===== config.mk =====
export PLATFORM = sky130hd
export DESIGN_NAME = noc_vc_output_scheduler
export DESIGN_NICKNAME = d
export VERILOG_FILES = /design/src/rtl/noc_vc_output_scheduler.sv
export SDC_FILE = /design/constraint.sdc
export NUM_CORES = 1
export LEC_CHECK = 0
export BUFFER_PORTS_ARGS = -buffer_cell sky130_fd_sc_hd__buf_2
export CORE_ASPECT_RATIO = 1.25
export CORE_MARGIN = 5
export CORE_UTILIZATION = 43
export CTS_BUF_LIST = sky130_fd_sc_hd__clkbuf_4 sky130_fd_sc_hd__clkbuf_8
export CTS_CLUSTER_DIAMETER = 80
export CTS_CLUSTER_SIZE = 30
export DETAILED_ROUTE_END_ITERATION = 7
export GPL_TIMING_DRIVEN = 0
export PLACE_DENSITY = 0.9
export SYNTH_ARGS = -nofsm -noshare
export SYNTH_HDL_FRONTEND = slang
export SYNTH_SLANG_ARGS = --single-unit
export TNS_END_PERCENT = 50

===== constraint.sdc =====
create_clock -name noc_clk -period 4.2 [get_ports noc_clk]
set_input_delay 0 -clock noc_clk [delete_from_list [all_inputs] [get_ports noc_clk]]
set_output_delay 0 -clock noc_clk [all_outputs]
set_load 0.05 [all_outputs]

===== src/rtl/noc_vc_output_scheduler.sv =====
// Credit-based round-robin VC scheduler feeding one output link from per-VC flit FIFOs.
// Optional wormhole packet lock is enabled by defining NOC_VC_SCHED_PKT_LOCK_EN.
module noc_vc_output_scheduler #(
    parameter int unsigned CHANNELS   = 4,
    parameter int unsigned FLIT_WIDTH = 34,
    parameter int unsigned CREDITS    = 8,
    localparam int unsigned CW        = $clog2(CREDITS + 1)
) (
    input  logic                           noc_clk,
    input  logic                           noc_rst_n,
    input  logic                           i_clear,
    input  logic [CHANNELS-1:0]            i_vc_empty,
    input  logic [CHANNELS*FLIT_WIDTH-1:0] i_vc_flit,
    output logic [CHANNELS-1:0]            o_vc_pop,
    output logic [CHANNELS-1:0]            o_link_valid,
    output logic [FLIT_WIDTH-1:0]          o_link_flit,
    input  logic                           i_link_ready,
    input  logic [CHANNELS-1:0]            i_credit_return,
    output logic [CHANNELS*CW-1:0]         o_credit_cnt,
    output logic                           o_credit_err
);

    localparam int unsigned PW = $clog2(CHANNELS);
    localparam logic [CW-1:0] CREDITS_MAX = CW'(CREDITS);

    logic                  w_rst;
    logic [CW-1:0]         r_cnt [CHANNELS];
    logic [PW-1:0]         r_ptr;
    logic                  r_credit_err;
    logic [CHANNELS-1:0]   w_lock_mask;
    logic [CHANNELS-1:0]   w_elig;
    logic [CHANNELS-1:0]   w_grant;
    logic [PW-1:0]         w_grant_idx;
    logic [PW-1:0]         w_ptr_nxt;
    logic                  w_any;
    logic                  w_xfer;
    logic [FLIT_WIDTH-1:0] w_flit;

    // Clear behaves exactly like reset, including gating the outputs in that cycle.
    assign w_rst = !noc_rst_n || i_clear;

`ifdef NOC_VC_SCHED_PKT_LOCK_EN
    typedef enum logic {StIdle, StLocked} state_e;

    state_e        r_state, w_state_nxt;
    logic [PW-1:0] r_lock_vc, w_lock_vc_nxt;
    logic          w_head, w_tail;

    assign w_head = w_flit[FLIT_WIDTH-1];
    assign w_tail = w_flit[FLIT_WIDTH-2];

    always_comb begin
        w_lock_mask = '1;
        if (r_state == StLocked) begin
            w_lock_mask            = '0;
            w_lock_mask[r_lock_vc] = 1'b1;
        end
    end

    always_comb begin
        w_state_nxt   = r_state;
        w_lock_vc_nxt = r_lock_vc;
        case (r_state)
            StIdle: begin
                // Single-flit packets (head and tail set) never take the lock.
                if (w_xfer && w_head && !w_tail) begin
                    w_state_nxt   = StLocked;
                    w_lock_vc_nxt = w_grant_idx;
                end
            end
            StLocked: begin
                if (w_xfer && w_tail) begin
                    w_state_nxt = StIdle;
                end
            end
            default: w_state_nxt = StIdle;
        endcase
    end

    always_ff @(posedge noc_clk) begin
        if (w_rst) begin
            r_state   <= StIdle;
            r_lock_vc <= '0;
        end else begin
            r_state   <= w_state_nxt;
            r_lock_vc <= w_lock_vc_nxt;
        end
    end
`else
    assign w_lock_mask = '1;
`endif

    always_comb begin
        for (int unsigned v = 0; v < CHANNELS; v++) begin
            w_elig[v] = !i_vc_empty[v] && (r_cnt[v] != '0) && w_lock_mask[v];
        end
    end

    always_comb begin
        int unsigned idx;
        w_any       = 1'b0;
        w_grant_idx = '0;
        w_grant     = '0;
        idx         = 0;
        for (int unsigned i = 0; i < CHANNELS; i++) begin
            idx = (32'(r_ptr) + i) % CHANNELS;
            if (!w_any && w_elig[idx]) begin
                w_any       = 1'b1;
                w_grant_idx = PW'(idx);
            end
        end
        if (w_rst) begin
            w_any = 1'b0;
        end
        if (w_any) begin
            w_grant[w_grant_idx] = 1'b1;
        end
    end

    always_comb begin
        w_flit = '0;
        for (int unsigned v = 0; v < CHANNELS; v++) begin
            if (w_grant[v]) begin
                w_flit = i_vc_flit[v*FLIT_WIDTH +: FLIT_WIDTH];
            end
        end
    end

    assign o_link_valid = w_grant;
    assign o_link_flit  = w_flit;
    assign o_vc_pop     = w_grant & {CHANNELS{i_link_ready}};
    assign w_xfer       = w_any && i_link_ready;
    assign w_ptr_nxt    = (w_grant_idx == PW'(CHANNELS - 1)) ? '0 : w_grant_idx + PW'(1);

    always_ff @(posedge noc_clk) begin
        if (w_rst) begin
            r_ptr <= '0;
        end else if (w_xfer) begin
            r_ptr <= w_ptr_nxt;
        end
    end

    // A simultaneous send and return cancel out, so only an unmatched return can overflow.
    always_ff @(posedge noc_clk) begin
        if (w_rst) begin
            for (int unsigned v = 0; v < CHANNELS; v++) begin
                r_cnt[v] <= CREDITS_MAX;
            end
            r_credit_err <= 1'b0;
        end else begin
            for (int unsigned v = 0; v < CHANNELS; v++) begin
                if (o_vc_pop[v] && !i_credit_return[v]) begin
                    r_cnt[v] <= r_cnt[v] - CW'(1);
                end else if (!o_vc_pop[v] && i_credit_return[v]) begin
                    if (r_cnt[v] == CREDITS_MAX) begin
                        r_credit_err <= 1'b1;
                    end else begin
                        r_cnt[v] <= r_cnt[v] + CW'(1);
                    end
                end
            end
        end
    end

    always_comb begin
        for (int unsigned v = 0; v < CHANNELS; v++) begin
            o_credit_cnt[v*CW +: CW] = r_cnt[v];
        end
    end

    assign o_credit_err = r_credit_err;

endmodule

==> results.toml <==
[sta]
fin_crit_ns = 4.01
fmax_ghz = 0.249
finalHoldViolations = 0
fin_crit_sh_pct = 95.6
layout_setup_ws_ns = 0.186
finalSetupViolations = 0
rsz0062_at_grt = "yes"
clock_skew_ns = 0.00772
worstMarginPinSlew_ns = 0.599
slew_violations = 0
slew_headroom_pct = 60.1

[logic_synthesis]
ys_seq_area_share_pct = 18.3
syn-cell-area_sq_um = 2950
synth_warnings = 0
yosys-top-cells-area = "edfxtp_1, o211a_1, nand2_1"
ys_seq_elements = 19
async_flop_share_pct = 0
synthFlopType = "edfxtp_1"
synth-edff-count = 16
yosysTopAreaCellShare_pct = 16.3
synth_top_area_cell = "edfxtp_1"
synth_cell_types = 51
synthesis.nets = 573
syn_avg_cell_area_sq_um = 7.19
postSynthCellCount = 410

[global_routing]
grt_usage_pct = 28.2
grt_max_degree = 11
grt_pass1_wl_microns = 19800
grt_pass1_vias = 4012
met2_usage_pct = 52.4
use_met1_pct = 31.6
grt_antenna_before_repair = 4
use_met3_pct = 7.59
gr-total-overflow = 0
busiest_layer = "met2"

[cts]
clock_path_buffers = 2
clk_pin_slew_worst_paths_ns = 0.07
cts_tree = "done"
htree_levels = 1
root_buffer = "clkbuf_8"
insertion_delay_ns = 0.26
ctsHoldBuffers = 0
cts.sinks = 19
cts_buffers = 3

[place]
numPortBuffers = 205
post_dp_cell_area_sq_um = 4080
place_inst = 702
place_ws_ns = -0.211
dp_hpwl_microns = 10600
gp_congestion = 0.964

[drt]
drt_iter0_markers = 252
post-route-drc-count = 0
firstDrtPassIters = 5
wire_per_inst_microns = 18.3
ant_nets = 0
num_vias = 4058
vias_per_cell = 5.70
wirelength_microns = 13100

[setup_path]
arrival_ns = 4.04
worstSetupEndpointType = "flop"
start_kind = "flop"
critPathMaxFanout = 10
criticalPathCategory = "reg -> reg"
worst-endpoint-required_ns = 4.22

[cells_and_area]
syn_to_final_growth_pct = 42.6
final_area_sq_um = 4200
drive_gt1_share_pct = 38.1
nNetsFinal = 788
fill_cells = 638
final_core_util_pct = 63.6
layout.cells.non_filler = 712

[power]
peakVddDrop_uv = 217
total_power_w = 0.00121
p_per_area_nw_per_um2 = 288
p_leak_nw = 2.21

[die]
die_y_microns = 103
start_util_pct = 44.6
core_sq_um = 6610
die_x_microns = 84.0
design.die.area_sq_um = 8620
std_cell_rows = 33
io_pins = 207

[min_path]
worstHoldPathType = "in -> reg"

[run]
cap_violations = 0

[outcome]
status = "complete, no violations"
worst max-delay path: stages, from the launching register on:
cell	delay [ns]
edfxtp_1	0.51
nor4_4	0.45
nor2_1	0.09
a21o_1	0.20
a211oi_1	0.31
o22ai_1	0.21
ha_1	0.27
buf_6	0.16
clkbuf_8	0.16
a211o_1	0.34
ha_1	0.31
a21o_1	0.17
a21oi_1	0.17
xnor2_1	0.16
nand2b_1	0.08
o22a_1	0.17
stage by stage:
stage                     setup TNS, ns  hold WS (ns)
final                                 0        0.0261
after global routing            -0.0262        0.0247
after CTS                             0        0.0130
after detailed placement         -0.211         0.288
after global placement          -0.0850         0.271
after floorplan                       0        0.0904
path summary, 6_finish.rpt:
kind | start | to | slack (ns) | depth (start not counted)
worst max-delay path | r_cnt[0][1] | r_cnt[0][3] | 0.19 | 15
worst min-delay path | i_link_ready | r_ptr[0] | 0.03 | 2
worst max register to register | r_cnt[0][1] | r_cnt[0][3] | 0.19 | 15
worst min register to register | r_ptr[1] | r_ptr[1] | 0.60 | 2
flip-flops by register name (all words and copies together) (netlist names):
register	flops
r_cnt	16
o_credit_err	1
r_ptr	2
cells in the final DEF, fill, tap and decap left out, types with 3 or more instances in the layout:
cell / instances
nor2_1: 47
nand2_1: 84
dfxtp_1: 3
buf_4: 7
mux2_2: 3
fa_1: 3
nor3_1: 14
a21o_1: 4
buf_2: 208
o21ai_0: 6
a31oi_1: 3
mux2i_1: 3
clkbuf_8: 5
a21oi_1: 41
xnor2_1: 5
o211a_1: 37
buf_1: 3
edfxtp_1: 16
inv_1: 10
ha_1: 10
nor3b_1: 3
o211ai_1: 37
clkbuf_1: 23
nand3_1: 3
nand4_1: 6
cell usage after synthesis (3+ instances only):
master and count:
nand2_1 84, nor2_1 47, a21oi_1 41, o211a_1 37, o211ai_1 37, clkbuf_1 25
edfxtp_1 16, nor3_1 14, ha_1 12, inv_1 10, nand4_1 6, o21ai_0 6
xnor2_1 5, a21o_1 4, a31oi_1 3, buf_1 3, buf_2 3, dfxtp_1 3
fa_1 3, mux2_2 3, mux2i_1 3, nand3_1 3, nor3b_1 3
power by group:
part / switching (W) / internal [W]
registers: 0.0000373 / 0.000231
logic: 0.000500 / 0.000307
clock network: 0.0000621 / 0.0000741
total: 0.000599 / 0.000611
area by class of cell:
type / count / area, sq um / area share (%)
Timing Repair Buffer: 211 / 1070 / 25.5
Inverter: 12 / 45.0 / 1.07
Antenna cell: 1 / 2.50 / 0.0596
Sequential cell: 19 / 541 / 12.9
Clock buffer: 4 / 48.8 / 1.16
Multi-Input combinational cell: 344 / 2210 / 52.7
Buffer: 34 / 170 / 4.05
Tap cell: 87 / 109 / 2.59
what timing repair did:
| item | CTS | global route |
|---|---|---|
| pin swaps | 1 | 1 |
| buffers inserted | 2 | 4 |
| gates resized for setup | 3 | 4 |
| endpoints found under the setup margin | 1 | 4 |
metal layers:
| metal | vias to the layer above | part of all wire, % |
|---|---|---|
| li1 | 1929 | - |
| met4 | 6 | 2.6 |
| met3 | 35 | 9.9 |
| met5 | - | 0.21 |
| met2 | 203 | 51 |
| met1 | 1885 | 36 |
kinds of logic (layout without fill, tap and decap cells):
logic type,count (synthesis),after routing,share of synthesized area [%]
AOI/OAI and AO/OA,142,142,36.4
xor gates and xnor gates,6,6,1.78
muxes,6,6,2.17
buffers and inverters,47,261,7.30
other,0,1,0
and+or+nand+nor,175,175,26.8
DFF,19,19,18.3
adders and majority gates,15,15,7.13
(Power assumes the default switching activity.)
